[src/rtl/as1802_pkg.sv]
// Shared constants for the AS1802 memory arbiter slice.
// Requester indices, default block limit and memory widths.
package as1802_pkg;
    localparam int REQ_HOST    = 0;
    localparam int REQ_DMA     = 1;
    localparam int BLK_LIM_DEF = 255;
    localparam int DW          = 8;
    localparam int AW          = 16;
endpackage

[src/rtl/as1802_rr_arb2.sv]
// Two-way round-robin grant: a tie goes to the requester
// that was not granted last.
module as1802_rr_arb2
    import as1802_pkg::*;
(
    input  logic [1:0] eligible,
    input  logic       last,
    output logic [1:0] grant
);
    always_comb begin
        grant = 2'b00;
        unique case (eligible)
            2'b11:   grant = last ? 2'b01 : 2'b10;
            2'b01:   grant = 2'b01;
            2'b10:   grant = 2'b10;
            default: grant = 2'b00;
        endcase
    end
endmodule

[src/rtl/as1802_mem_arbiter.sv]
// Shares one SRAM between the 1802 CPU (zero-wait priority)
// and two round-robin requesters that use idle cycles.
module as1802_mem_arbiter
    import as1802_pkg::*;
#(
    parameter int BLK_LIM = BLK_LIM_DEF
) (
    input  logic          clk,
    input  logic          rst_n,
    input  logic [7:0]    cpu_addr,
    input  logic          cpu_tpa,
    input  logic          cpu_mrd,
    input  logic          cpu_mwr,
    input  logic [DW-1:0] cpu_dout,
    output logic [DW-1:0] cpu_din,
    input  logic          p0_req,
    input  logic          p0_we,
    input  logic [AW-1:0] p0_addr,
    input  logic [DW-1:0] p0_wdata,
    output logic          p0_ack,
    output logic [DW-1:0] p0_rdata,
    input  logic          p1_req,
    input  logic          p1_we,
    input  logic [AW-1:0] p1_addr,
    input  logic [DW-1:0] p1_wdata,
    output logic          p1_ack,
    output logic [DW-1:0] p1_rdata,
    output logic [AW-1:0] mem_addr,
    output logic [DW-1:0] mem_wdata,
    output logic          mem_we,
    input  logic [DW-1:0] mem_rdata,
    output logic          cpu_busy,
    output logic [7:0]    blk_cnt
);
    localparam logic [7:0] LIM = 8'(BLK_LIM);

    logic [7:0]    r_hi_q;
    logic          r_last_q;
    logic [1:0]    r_ack;
    logic [DW-1:0] r_p0_rdata;
    logic [DW-1:0] r_p1_rdata;
    logic [7:0]    r_blk_cnt;

    logic          w_busy;
    logic          w_we;
    logic [1:0]    w_elig;
    logic [1:0]    w_arb_elig;
    logic [1:0]    w_grant;

    assign w_busy = ~cpu_mrd | ~cpu_mwr | cpu_tpa;
    assign w_elig = {p1_req & ~r_ack[REQ_DMA],
                     p0_req & ~r_ack[REQ_HOST]};
    // No grant while held in reset, so nothing commits or acks.
    assign w_arb_elig = (rst_n & ~w_busy) ? w_elig : 2'b00;

    as1802_rr_arb2 u_rr (
        .eligible (w_arb_elig),
        .last     (r_last_q),
        .grant    (w_grant)
    );

    always_comb begin
        mem_addr  = {r_hi_q, cpu_addr};
        mem_wdata = cpu_dout;
        w_we      = 1'b0;
        unique case (1'b1)
            w_busy: begin
                w_we = ~cpu_mwr;
            end
            w_grant[REQ_HOST]: begin
                mem_addr  = p0_addr;
                mem_wdata = p0_wdata;
                w_we      = p0_we;
            end
            w_grant[REQ_DMA]: begin
                mem_addr  = p1_addr;
                mem_wdata = p1_wdata;
                w_we      = p1_we;
            end
            default: ;
        endcase
    end

    assign mem_we   = w_we & rst_n;
    assign cpu_din  = mem_rdata;
    assign cpu_busy = w_busy;
    assign p0_ack   = r_ack[REQ_HOST];
    assign p1_ack   = r_ack[REQ_DMA];
    assign p0_rdata = r_p0_rdata;
    assign p1_rdata = r_p1_rdata;
    assign blk_cnt  = r_blk_cnt;

    always_ff @(posedge clk or negedge rst_n) begin
        if (!rst_n) begin
            r_hi_q <= 8'h00;
        end else if (cpu_tpa) begin
            r_hi_q <= cpu_addr;
        end
    end

    always_ff @(posedge clk or negedge rst_n) begin
        if (!rst_n) begin
            r_last_q   <= 1'b1;
            r_ack      <= 2'b00;
            r_p0_rdata <= '0;
            r_p1_rdata <= '0;
            r_blk_cnt  <= 8'h00;
        end else begin
            r_ack <= w_grant;
            if (w_grant[REQ_HOST] && !p0_we) begin
                r_p0_rdata <= mem_rdata;
            end
            if (w_grant[REQ_DMA] && !p1_we) begin
                r_p1_rdata <= mem_rdata;
            end
            if (|w_grant) begin
                r_last_q  <= w_grant[REQ_DMA];
                r_blk_cnt <= 8'h00;
            end else if (w_busy && (|w_elig) && (r_blk_cnt < LIM)) begin
                r_blk_cnt <= r_blk_cnt + 8'h01;
            end
        end
    end
endmodule

[config.mk]
export PLATFORM = sky130hd
export DESIGN_NAME = as1802_mem_arbiter
export DESIGN_NICKNAME = d
export VERILOG_FILES = /design/src/rtl/as1802_pkg.sv /design/src/rtl/as1802_rr_arb2.sv /design/src/rtl/as1802_mem_arbiter.sv
export SDC_FILE = /design/constraint.sdc
export NUM_CORES = 1
export LEC_CHECK = 0
export ABC_AREA = 0
export CAP_MARGIN = 20
export CELL_PAD_IN_SITES_DETAIL_PLACEMENT = 1
export CELL_PAD_IN_SITES_GLOBAL_PLACEMENT = 2
export CORE_ASPECT_RATIO = 0.7
export CORE_MARGIN = 1
export CORE_UTILIZATION = 30
export DETAILED_ROUTE_END_ITERATION = 12
export DONT_BUFFER_PORTS = 1
export HOLD_SLACK_MARGIN = 0.08
export PLACE_DENSITY = 0.84
export RECOVER_POWER = 25
export SYNTH_ARGS = -nofsm -noshare
export SYNTH_HDL_FRONTEND = slang
export SYNTH_HIERARCHICAL = 1
export SYNTH_SLANG_ARGS = --single-unit
[constraint.sdc]
create_clock -name clk -period 2.6 [get_ports clk]
set_clock_uncertainty 0.15 [all_clocks]
set_input_delay 0.52 -clock clk [delete_from_list [all_inputs] [get_ports clk]]
set_output_delay 0.52 -clock clk [all_outputs]
set_load 0.03 [all_outputs]
---- Yosys cells after proc, flatten, opt, wreduce, memory -nomap -nowiden ----
Index checks and enable logic that the tools add are counted.
cells by class
  add/subtract/negate cells ............... 1
  $lt $le $gt $ge ......................... 1
  eq/ne operators ......................... 3
  multiplexer cells ....................... 8
  bitwise gates (word level) .............. 11
  reduce and logical (&&, ||, !) cells .... 9
operators by type and width
  operator             number
  $pmux 16 s2          1
  $mux 8               2
  $pmux 8 s2           1
  $add 8x1->8 const B  1
  $lt 8x8->1 const B   1
  $pmux 2 s3           1
  $not 1->1            5
  $and 1x1->1          4
  $eq 2x2->1 const B   2
  $logic_and 1x1->1    4
  $mux 2               2
  $reduce_or 2->1      2
  $pmux 1 s3           1
  $eq 2x1->1 const B   1
  $logic_not 1->1      2
  $or 1x1->1           2
  $reduce_bool 2->1    1
storage, ports and cells
  register bits ........................... 35
  bits of input ports ..................... 81
  word-level logic and storage cells ...... 39

---- Logic depth before layout (Yosys ltp) ----
Gate-level depths: netlist of the first run.
  depth after elaboration ................. 10
  depth in mapped cells ................... 10

---- Cells and area by module ----
Netlist of the first run, hierarchy kept.
by module, submodules not included
  module              instances  cells an instance  area each (um^2)  seq. area each (um^2)
  as1802_mem_arbiter  1          206                1956.9            877.1
  as1802_rr_arb2      1          3                  18.8              0.0

---- Least setup slack after synthesis of the first run ----
OpenSTA, ideal clock, no wires.
  path kind ............................... input-to-output
  start ................................... input port cpu_tpa
  end ..................................... output port mem_we
  arrival ................................. 2.478 ns
  data required time ...................... 1.930 ns
  path slack .............................. -0.548 ns
  cell stages on the path ................. 8
  path through ............................ buf_6 -> and3b_1 -> nand2_1 -> nor2_1 -> a21boi_0 -> clkbuf_1 -> a22oi_1 -> a21boi_0
between the ends
  word-level cells in the longest chain between the ends .. 8
  elaborated cells on any way between the ends .. 10
ends and longest elaborated chain
  element                                          line                      RTL
  from (decl)                                      as1802_mem_arbiter.sv:11  input logic cpu_tpa,
  $or 1x1->1 (*)                                   as1802_mem_arbiter.sv:50  assign w_busy = ~cpu_mrd | ~cpu_mwr | cpu_tpa;
  $not 1->1 (*)                                    as1802_mem_arbiter.sv:54  assign w_arb_elig = (rst_n & ~w_busy) ? w_elig : 2'b00;
  $and 1x1->1 (*)                                  as1802_mem_arbiter.sv:54
  $mux 2 (*)                                       as1802_mem_arbiter.sv:54
  net w_arb_elig[1]                                as1802_mem_arbiter.sv:47  logic [1:0] w_arb_elig;
  $eq 2x2->1 / $eq 2x1->1 (equally long branches)  as1802_rr_arb2.sv:12      unique case (eligible)
  $pmux 2 s3 (*)                                   as1802_rr_arb2.sv:12
  net w_grant[1]                                   as1802_mem_arbiter.sv:48  logic [1:0] w_grant;
  $pmux 1 s3 (*)                                   as1802_mem_arbiter.sv:66  unique case (1'b1)
  $and 1x1->1 (*)                                  as1802_mem_arbiter.sv:84  assign mem_we = w_we & rst_n;
  to (decl)                                        as1802_mem_arbiter.sv:30  output logic mem_we,
Mark *: on every way through the listed nets, which the timed path passes. The rest lies on a longest branch.

---- Worst setup path in the final report of the first run ----
  start ................................... input port cpu_tpa
  end ..................................... output port mem_addr[10]
between the ends
  word-level cells in the longest chain between the ends .. 7
  elaborated cells on any way between the ends .. 9
ends and longest elaborated chain
  element                                          line                      RTL
  $or 1x1->1 (*)                                   as1802_mem_arbiter.sv:50
  $not 1->1 (*)                                    as1802_mem_arbiter.sv:54
  $and 1x1->1 (*)                                  as1802_mem_arbiter.sv:54
  $mux 2 (*)                                       as1802_mem_arbiter.sv:54
  net w_arb_elig[0]                                as1802_mem_arbiter.sv:47
  $eq 2x2->1 / $eq 2x1->1 (equally long branches)  as1802_rr_arb2.sv:12
  $pmux 2 s3 (*)                                   as1802_rr_arb2.sv:12
  net w_grant[0]                                   as1802_mem_arbiter.sv:48
  $pmux 16 s2 (*)                                  as1802_mem_arbiter.sv:66
  to (decl)                                        as1802_mem_arbiter.sv:28  output logic [AW-1:0] mem_addr,
Marks and branches as above.

==> results of run 1 <==
per-layer routing:
layer / GRT usage (%) / vias up / wire, um
li1: - / 745 / -
met1: 18.1 / 786 / 2200
met2: 27.6 / 88 / 2690
met3: 5.91 / 9 / 505
met4: 5.31 / 0 / 89
met5: 0 / - / 0
timing repair:
| action | in CTS | in global routing |
|---|---|---|
| hold endpoints to repair | 35 | 0 |
| setup buffers | 1 | 0 |
| pin swaps | 2 | 0 |
| setup endpoints to repair | 25 | 23 |
| gates resized for setup | 8 | 11 |
| hold buffers | 2 | 0 |
cell usage in the layout, fill, tap and decap left out, types with 2 or more instances in the layout:
| cell type | n |
|---|---|
| dfrtp_1 | 34 |
| nand2_1 | 28 |
| a22oi_1 | 25 |
| mux2_2 | 24 |
| nand2_2 | 16 |
| buf_4 | 10 |
| nand2_4 | 8 |
| a21oi_1 | 7 |
| nand3_1 | 5 |
| clkbuf_8 | 5 |
| or4_1 | 4 |
| inv_1 | 3 |
| o31ai_1 | 3 |
| buf_12 | 3 |
| nand2b_4 | 2 |
| nor2_2 | 2 |
| nor2_1 | 2 |
| a21o_1 | 2 |
| a31oi_1 | 2 |
| o21ai_0 | 2 |
| buf_6 | 2 |
| a21boi_4 | 2 |
report_power, final:
| part | internal [mW] | leakage, nW | total, mW | switching (mW) |
|---|---|---|---|---|
| logic | 0.151 | 0.552 | 0.387 | 0.236 |
| clock network | 0.291 | 0.0587 | 0.506 | 0.215 |
| registers | 0.647 | 0.441 | 0.891 | 0.244 |
| total | 1.09 | 1.05 | 1.78 | 0.695 |
final timing paths:
path	start	end	slack, ns	depth (start not counted)
max in group asynchronous	rst_n	r_hi_q[7]	0.99	2
min reg2reg	r_hi_q[5]	r_hi_q[5]	0.37	1
max	cpu_tpa	mem_addr[10]	0.07	9
min	mem_rdata[1]	p1_rdata[1]	0.23	1
max reg2reg	r_ack[0]	p0_rdata[6]	0.49	8
min in group asynchronous	rst_n	p1_rdata[2]	0.75	2
final cells by class:
| class | count | area [sq um] |
|---|---|---|
| clock buffer | 5 | 68.8 |
| clock inverter | 3 | 47.5 |
| fill | 693 | 3920 |
| inverter | 3 | 11.3 |
| multi-input combinational | 149 | 1110 |
| sequential | 35 | 877 |
| tap | 78 | 97.6 |
| timing repair buffer | 17 | 173 |
through the flow:
step                      total power, mW  setup slack [ns]
final                                1.78            0.0721
after global routing                 1.89            0.0102
after detailed placement             1.26            0.0448
after CTS                            1.80            0.0223
after global placement               1.25            0.0966
after floorplan                      1.20           0.00285
state kept, by name (all words and copies together), names as in the netlist:
name and count:
p1_rdata 8, p0_rdata 8, blk_cnt 8, r_hi_q 8, r_ack 2, r_last_q 1
cells by family (layout without fill, tap and decap cells):
group / after synthesis / count (layout) / share of synthesized area (%)
DFF: 35 / 35 / 44.4
buffers and inverters: 25 / 28 / 7.09
muxes: 24 / 24 / 13.7
adders and majority gates: 1 / 1 / 0.633
and+or+nand+nor: 78 / 78 / 17.8
AOI/OAI and AO/OA: 46 / 46 / 16.4
worst register-to-register path, delay by kind of cell (launching register included):
kind	cells	cell delay, ns
AND/OR/NAND/NOR	3	0.41
AO/OA/AOI/OAI	1	0.26
flip-flops	1	0.39
multiplexers	1	0.35
buffers and inverters	3	0.44
cell usage after synthesis (2+ instances only):
cell	count	area, sq um
inv_1	3	11.3
a22oi_1	25	188
a21boi_0	2	15.0
buf_6	2	22.5
buf_4	8	60.1
a21oi_1	7	35.0
nand2_1	52	195
nand3_1	5	25.0
dfrtp_1	34	851
or4_1	4	30.0
clkbuf_1	11	41.3
o21ai_0	2	10.0
nand2b_1	3	18.8
mux2_2	24	270
a21o_1	2	15.0
nor2_1	5	18.8
a31oi_1	2	12.5
o31ai_1	3	22.5
==> flow_summary_export.csv, run 1 <==
group,metric,value,unit
placed_design,gp_congestion,0.719,
global_routing,grt_pass1_vias,1698,
drt,drt-pass1-iter-count,4,
critical_path,buffers_plus_inverters_on_the_worst_setup_path,2,
layout,final_core_occ,37.9,%
synthesis,async_flop_share,100,%
timing,slew_headroom,40.7,%
timing,maxSlewViolCount,0,
placed_design,placement.cell_area,2160,sq um
timing,timing.final.crit_period,2.53,ns
drt,detail_route.wl_per_cell,18.9,um
global_routing,gr-total-overflow,0,
synthesis,synth_sequential_area_ratio,44.4,%
critical_path,critPathSlowestCell,"a21boi_4",
worst_hold_path,holdCritPathClass,"in -> reg",
critical_path,cp-end-kind,"output pin",
timing,post-route-period-util,97.2,%
synthesis,synth.net_count,291,
clocking,cts-root-to-sink-buffers,2,
layout,final-instance-count-excl-fill,290,
clocking,insertion_delay,0.28,ns
layout,drive_above_1_share,39.2,%
drt,wl,5490,um
outcome,outcome,"completed",
clocking,clk_transition_reported_paths,0.08,ns
critical_path,cpPeakStageDelay,0.26,ns
critical_path,timing.critical_path.max_delay_family,"simple AND/OR/NAND/NOR gates",
drt,routed_via_density,5.61,
power_and_ir_drop,power.static_leakage,1.05,nW
synthesis,synth_flop_cell,"dfrtp_1",
timing,grt_setup_unrepaired,"no",
floorplan,placeableCoreArea,6310,sq um
global_routing,antenna_found_initial,0,
clocking,inserted_clock_buffers,5,
timing,fmaxAchievable,396,MHz
layout,design.final.nets,293,
synthesis,synth_area,1980,sq um
layout,design_area,2390,sq um
placed_design,io_buffers,0,
synthesis,yosysUniqueCellTypes,33,
critical_path,crit_chain,"and3b_1 -> nand2_1 -> nor2_2 -> a21boi_4 -> buf_12 -> nor2_4 -> buf_12 -> nand2_1 -> nand2_2",
floorplan,starting_density_of_the_core,31.3,%
floorplan,fp.dieArea,6920,sq um
timing,final.hold.worst_slack,0.226,ns
timing,finalSetupViolCount,0,
placed_design,place.detailed.instances,279,
synthesis,yosysWarnings,6,
critical_path,setup.worst_path.start_class,"primary input",
synthesis,synth_area_per_cell,9.45,sq um
timing,final-hold-violation-count,0,
placed_design,hpwlAfterDp,4140,um
drt,drt_iter0_markers,40,
synthesis,synth_register_bits,35,
clocking,cts_htree_levels,2,
flow_run,max_cap_viol_count,0,
drt,post-route-drc-count,0,
global_routing,global_route.usage.total,15.9,%
power_and_ir_drop,vdd_drop_max,0.319,mV
critical_path,worstSetupPathType,"in -> out",
timing,fin_setup_tns,0,ns
layout,syn2layout_area_growth,20.8,%
synthesis,netlist_instances,209,
global_routing,grt_pass1_wl,8370,um
drt,overall_via_count_from_detail_route,1628,
global_routing,grt_max_degree,36,
floorplan,pin_count,141,
floorplan,floorplan_row_count,24,
clocking,clock_tree.root_cell,"clkbuf_8",
layout,diodes,0,
critical_path,timing.critical_path.fanout_max,17,
floorplan,die_width,99.0,um
floorplan,die_h,69.9,um
timing,slew_at_the_pin_with_the_worst_max_slew_slack,0.889,ns
power_and_ir_drop,p_per_area,747,nW/um^2
synthesis,synth_edf_count,0,
clocking,clkSinkCount,35,
critical_path,worst-endpoint-required,1.93,ns
critical_path,arrival,1.86,ns
clocking,tritoncts_clock_tree,"done",
drt,route.antenna.remaining_nets,0,
Note: power is estimated with default switching activity, not from simulation.
==> run 2, diff against run 1 <==
--- a/config.mk
+++ b/config.mk
@@ -15,6 +15,7 @@
 export DETAILED_ROUTE_END_ITERATION = 12
 export DONT_BUFFER_PORTS = 1
 export HOLD_SLACK_MARGIN = 0.08
+export MAX_ROUTING_LAYER = met4
 export PLACE_DENSITY = 0.84
 export RECOVER_POWER = 25
 export SYNTH_ARGS = -nofsm -noshare
==> run 2 against run 1 <==
Sequential power is essentially flat. Hold slack lost 0.00075 ns. First-iteration DRC count is the same. Design area is the same. Global-route usage grew 0.51 points.
==> flow_summary_export.csv, run 2 (synthesis results as in run 1) <==
group,metric,value,unit
timing,slew_headroom,40.6,%
placed_design,hpwlAfterDp,4140,um
global_routing,global_route.usage.total,16.4,%
critical_path,setup.worst_path.start_class,"primary input",
floorplan,starting_density_of_the_core,31.3,%
timing,fmaxAchievable,396,MHz
power_and_ir_drop,vdd_drop_max,0.319,mV
drt,route.antenna.remaining_nets,0,
timing,final-hold-violation-count,0,
layout,most_frequent_cells_in_the_layout,"dfrtp_1, nand2_1, a22oi_1, mux2_2, nand2_2",
timing,post-route-period-util,97.2,%
timing,post-route-worst-setup-slack,0.0720,ns
timing,final.hold.worst_slack,0.225,ns
critical_path,critPathSlowestCell,"a21boi_4",
timing,slew_at_the_pin_with_the_worst_max_slew_slack,0.890,ns
clocking,inserted_clock_buffers,5,
critical_path,timing.critical_path.max_delay_family,"simple AND/OR/NAND/NOR gates",
layout,layout.cells.most_common,"dfrtp_1",
critical_path,cp-end-kind,"output pin",
floorplan,fp.dieArea,6920,sq um
drt,post-route-drc-count,0,
global_routing,grt_pass1_wl,8390,um
critical_path,crit_chain,"and3b_1 -> nand2_1 -> nor2_2 -> a21boi_4 -> buf_12 -> nor2_4 -> buf_12 -> nand2_1 -> nand2_2",
flow_run,max_cap_viol_count,0,
floorplan,floorplan_row_count,24,
timing,fin_setup_tns,0,ns
critical_path,buffers_plus_inverters_on_the_worst_setup_path,2,
layout,diodes,0,
outcome,outcome,"completed",
critical_path,worst-endpoint-required,1.93,ns
critical_path,cpPeakStageDelay,0.26,ns
drt,drt_iter0_markers,40,
critical_path,timing.critical_path.fanout_max,17,
clocking,insertion_delay,0.29,ns
clocking,cts-root-to-sink-buffers,2,
placed_design,gp_congestion,0.727,
power_and_ir_drop,power.static_leakage,1.05,nW
drt,overall_via_count_from_detail_route,1626,
drt,detail_route.wl_per_cell,18.9,um
global_routing,grt_max_degree,36,
layout,final-instance-count-excl-fill,290,
clocking,cts_htree_levels,2,
placed_design,io_buffers,0,
power_and_ir_drop,p_per_area,747,nW/um^2
floorplan,pin_count,141,
timing,grt_setup_unrepaired,"no",
worst_hold_path,holdCritPathClass,"in -> reg",
drt,routed_via_density,5.61,
timing,timing.final.crit_period,2.53,ns
clocking,clk_transition_reported_paths,0.08,ns
critical_path,arrival,1.86,ns
layout,syn2layout_area_growth,20.8,%
placed_design,placement.setup.worst_slack,0.0448,ns
layout,design.final.nets,293,
critical_path,timing.rr.start,"r_ack[0]",
drt,drt-pass1-iter-count,4,
floorplan,die_width,99.0,um
floorplan,die_h,69.9,um
layout,drive_above_1_share,39.2,%
clocking,clkSinkCount,35,
worst_hold_path,timing.hold.worst.start,"mem_rdata[1]",
drt,wl,5490,um
critical_path,setup.worst_path.start,"cpu_tpa",
timing,finalSetupViolCount,0,
clocking,clock_tree.root_cell,"clkbuf_8",
global_routing,grt_pass1_vias,1699,
layout,final_core_occ,37.9,%
critical_path,worstSetupPathType,"in -> out",
clocking,tritoncts_clock_tree,"done",
global_routing,antenna_found_initial,0,
floorplan,placeableCoreArea,6310,sq um
placed_design,place.detailed.instances,279,
timing,maxSlewViolCount,0,
global_routing,gr-total-overflow,0,
==> run 2: cell counts in the layout (fill, tap and decap cells not counted) <==
Identical to the previous run, type by type.
==> run 2: report_power, final <==
| group | total (mW) | internal (mW) | leakage (nW) | switching (mW) |
|---|---|---|---|---|
| Combinational | 0.387 | 0.151 | 0.552 | 0.236 |
| Clock | 0.507 | 0.291 | 0.0587 | 0.216 |
| Sequential | 0.890 | 0.647 | 0.441 | 0.243 |
==> run 2: path summary, 6_finish.rpt <==
path,slack [ns],to,cells past startpoint
hold reg to reg,0.37,r_hi_q[5],1
setup / recovery,0.07,mem_addr[10],9
max in group asynchronous,0.99,r_hi_q[7],2
setup reg to reg,0.50,p0_rdata[6],8
min in group asynchronous,0.75,p1_rdata[2],2
hold / removal,0.23,p1_rdata[1],1
==> run 2: what timing repair did <==
| item | CTS | global route |
|---|---|---|
| endpoints found under the hold margin | 35 | 0 |
| pin swaps | 2 | 0 |
| setup endpoints to repair | 25 | 23 |
| gates resized for setup | 8 | 11 |
| hold buffers | 2 | 0 |
| cloned | 0 | 0 |
| setup buffers | 1 | 0 |
==> run 2: area by class of cell <==
cell class,count,area (sq um)
Fill cell,693,3920
Multi-Input combinational cell,149,1110
Sequential cell,35,877
Timing Repair Buffer,17,173
Tap cell,78,97.6
Clock buffer,5,68.8
Clock inverter,3,47.5
Inverter,3,11.3
==> run 2: per-stage QoR <==
stage | total power [mW] | instance area [sq um]
2_1_floorplan | 1.20 | 2070
3_3_place_gp | 1.25 | 2160
3_5_place_dp | 1.26 | 2160
4_1_cts | 1.80 | 2350
5_1_grt | 1.89 | 2390
6_report | 1.78 | 2390
==> run 2: routing by layer <==
metal  routed length [um]  vias to the layer above  share of wire (%)  GRT usage [%]
li1                     -                      744                  -              -
met1                 2200                      786                 40           18.4
met2                 2700                       87                 49           27.6
met3                  506                        9                9.2           5.61
met4                   89                        0                1.6           5.31
met5                    0                        -                  0              -
==> run 3, diff against run 2 <==
--- a/config.mk
+++ b/config.mk
@@ -11,14 +11,14 @@
 export CELL_PAD_IN_SITES_GLOBAL_PLACEMENT = 2
 export CORE_ASPECT_RATIO = 0.7
 export CORE_MARGIN = 1
-export CORE_UTILIZATION = 30
+export CORE_UTILIZATION = 31
 export DETAILED_ROUTE_END_ITERATION = 12
 export DONT_BUFFER_PORTS = 1
 export HOLD_SLACK_MARGIN = 0.08
 export MAX_ROUTING_LAYER = met4
 export PLACE_DENSITY = 0.84
 export RECOVER_POWER = 25
+export SLEW_MARGIN = 15
 export SYNTH_ARGS = -nofsm -noshare
 export SYNTH_HDL_FRONTEND = slang
-export SYNTH_HIERARCHICAL = 1
 export SYNTH_SLANG_ARGS = --single-unit
==> run 3 against run 2 <==
Sequential power rose by 7.1%. Highest routed layer unchanged. Setup slack improved by 0.036 ns. Count of clock-buffer cells in the layout did not move. Register-to-register slack improved by 0.15 ns. Core utilization rose by 0.93 points. Global-route usage rose by 0.38 points. First-iteration DRC count fell by 48%. Sequential cell count did not move. Critical endpoint is now mem_wdata[5].
==> flow_summary_export.csv, run 3 <==
group,metric,value,unit
outcome,outcome,"completed",
layout,final-instance-count-excl-fill,320,
timing,slew_at_the_pin_with_the_worst_max_slew_slack,0.903,ns
critical_path,timing.critical_path.fanout_max,49,
floorplan,die_h,71.3,um
synthesis,synth_area,2130,sq um
clocking,clock_tree.root_cell,"clkbuf_8",
synthesis,synthMostInstantiatedCell,"dfrtp_1",
clocking,cts_htree_levels,2,
synthesis,synth_top_cells_by_area,"dfrtp_1, mux2_2, mux2i_1",
timing,fin_setup_tns,0,ns
power_and_ir_drop,p_per_area,725,nW/um^2
synthesis,synth_register_bits,35,
critical_path,worstSetupPathType,"reg -> out",
synthesis,synth.net_count,288,
critical_path,critPathSlowestCell,"dfrtp_1",
floorplan,floorplan_row_count,24,
timing,fmaxAchievable,401,MHz
layout,drive_above_1_share,31.9,%
critical_path,cp-end-kind,"output pin",
floorplan,pin_count,141,
clocking,insertion_delay,0.29,ns
layout,multi_input_area,1130,sq um
placed_design,io_buffers,0,
timing,slew_headroom,39.8,%
timing,timing.final.crit_period,2.49,ns
global_routing,grt_pass1_wl,8980,um
timing,finalSetupViolCount,0,
critical_path,crit_chain,"nand2b_1 -> a21o_1 -> clkbuf_8 -> o21ai_0 -> buf_4",
drt,detail_route.wl_per_cell,17.9,um
synthesis,post_synth_most_frequent_cells,"dfrtp_1, nand2_1, o21ai_0",
clocking,clk_transition_reported_paths,0.08,ns
synthesis,yosysUniqueCellTypes,42,
global_routing,grt_pass1_vias,1795,
timing,post-route-period-util,95.8,%
critical_path,setup.worst_path.start_class,"flip-flop",
clocking,tritoncts_clock_tree,"done",
synthesis,netlist_instances,206,
drt,routed_via_density,5.25,
synthesis,yosysTopAreaCellShare,40.0,%
synthesis,yosysWarnings,0,
critical_path,arrival,1.82,ns
power_and_ir_drop,vdd_drop_max,0.323,mV
global_routing,grt_max_degree,50,
critical_path,worst-endpoint-required,1.93,ns
drt,overall_via_count_from_detail_route,1680,
synthesis,synth_edf_count,0,
synthesis,synth_flop_cell,"dfrtp_1",
clocking,inserted_clock_buffers,5,
timing,final-hold-violation-count,0,
floorplan,die_width,101,um
flow_run,max_cap_viol_count,0,
layout,diodes,0,
global_routing,gr-total-overflow,0,
layout,design_area,2490,sq um
layout,area.sequential,877,sq um
layout,n_fill_cell,767,
floorplan,fp.dieArea,7200,sq um
drt,drt_iter0_markers,21,
floorplan,starting_density_of_the_core,33.1,%
clocking,clkSinkCount,35,
synthesis,biggest_area_consumer_among_synthesized_cells,"dfrtp_1",
drt,drt-pass1-iter-count,4,
layout,layout.cells.most_common,"dfrtp_1",
power_and_ir_drop,post-layout-total-power,1.81,mW
placed_design,gp_congestion,0.709,
drt,post-route-drc-count,0,
synthesis,async_flop_share,100,%
critical_path,cpPeakStageDelay,0.42,ns
floorplan,placeableCoreArea,6430,sq um
placed_design,place.detailed.instances,310,
layout,design.final.nets,310,
drt,wl,5720,um
layout,syn2layout_area_growth,17.2,%
placed_design,hpwlAfterDp,4380,um
power_and_ir_drop,power.static_leakage,1.14,nW
layout,most_frequent_cells_in_the_layout,"dfrtp_1, nand2_1, buf_4, mux2i_1, mux2_2",
global_routing,antenna_found_initial,0,
timing,maxSlewViolCount,0,
global_routing,global_route.usage.total,16.8,%
synthesis,synth_area_per_cell,10.3,sq um
placed_design,placement.cell_area,2370,sq um
synthesis,synth_sequential_area_ratio,41.3,%
worst_hold_path,holdCritPathClass,"in -> reg",
drt,route.antenna.remaining_nets,0,
clocking,cts-root-to-sink-buffers,2,
-- run 3: stage by stage --
stage / worst slack (ns) / hold slack [ns] / util (%)
floorplan: -0.0269 / 0.0744 / -
finish: 0.108 / 0.229 / 38.8
CTS: 0.00685 / 0.214 / 38.7
global route: -0.00899 / 0.208 / 38.8
detailed placement: 0.200 / 0.0752 / 36.8
global placement: 0.285 / 0.0752 / 36.8
-- run 3: where the power goes --
| part | internal [mW] | switching (mW) | leakage (nW) |
|---|---|---|---|
| Clock | 0.192 | 0.216 | 0.0408 |
| Sequential | 0.652 | 0.301 | 0.443 |
| Combinational | 0.207 | 0.241 | 0.661 |
-- run 3: logic make-up after synthesis --
| group | Yosys count | share of synthesized area, % |
|---|---|---|
| fa+ha+maj | 1 | 0.588 |
| flops | 35 | 41.3 |
| compound gates | 52 | 15.1 |
| mux | 48 | 24.0 |
| buf+inv | 21 | 6.12 |
| simple gates | 49 | 12.9 |
-- run 3: repair_timing --
item	in CTS	in global routing
hold buffers	2	0
hold endpoints to repair	35	0
pin swaps	0	0
gates resized for setup	1	6
buffers inserted	0	0
setup endpoints to repair	5	24
-- run 3: area by class of cell --
class / instances / share of cell area, %
clock inverters: 3 / 0.954
repair buffers: 33 / 10.7
flip-flops and latches: 35 / 35.2
well taps: 91 / 4.57
multi-input cells: 150 / 45.4
inverters: 3 / 0.452
clock buffers: 5 / 2.76
-- run 3: worst paths after layout --
check                              from           end  slack, ns  cells past startpoint
max                            r_ack[0]  mem_wdata[5]       0.11                      5
min                        mem_rdata[3]   p0_rdata[3]       0.23                      1
max reg2reg                    r_ack[0]   p0_rdata[1]       0.65                      4
min reg2reg                   r_hi_q[3]     r_hi_q[3]       0.36                      1
max in group asynchronous         rst_n      r_ack[1]       0.96                      2
min in group asynchronous         rst_n    blk_cnt[4]       0.78                      2
-- run 3: routing by layer --
layer	vias to the layer above	part of all wire [%]	wire, um	track usage [%]
li1	792	-	-	-
met1	799	40	2300	19.5
met2	87	49	2800	27.9
met3	2	10	589	6.24
met4	0	0.40	23	3.86
met5	-	0	0	-
-- run 3: worst max-delay path, delay by kind of cell, from the launching register on --
family	cells	cell delay, ns
AND/OR/NAND/NOR	1	0.26
buffers and inverters	2	0.43
AO/OA/AOI/OAI	2	0.42
flip-flops	1	0.42
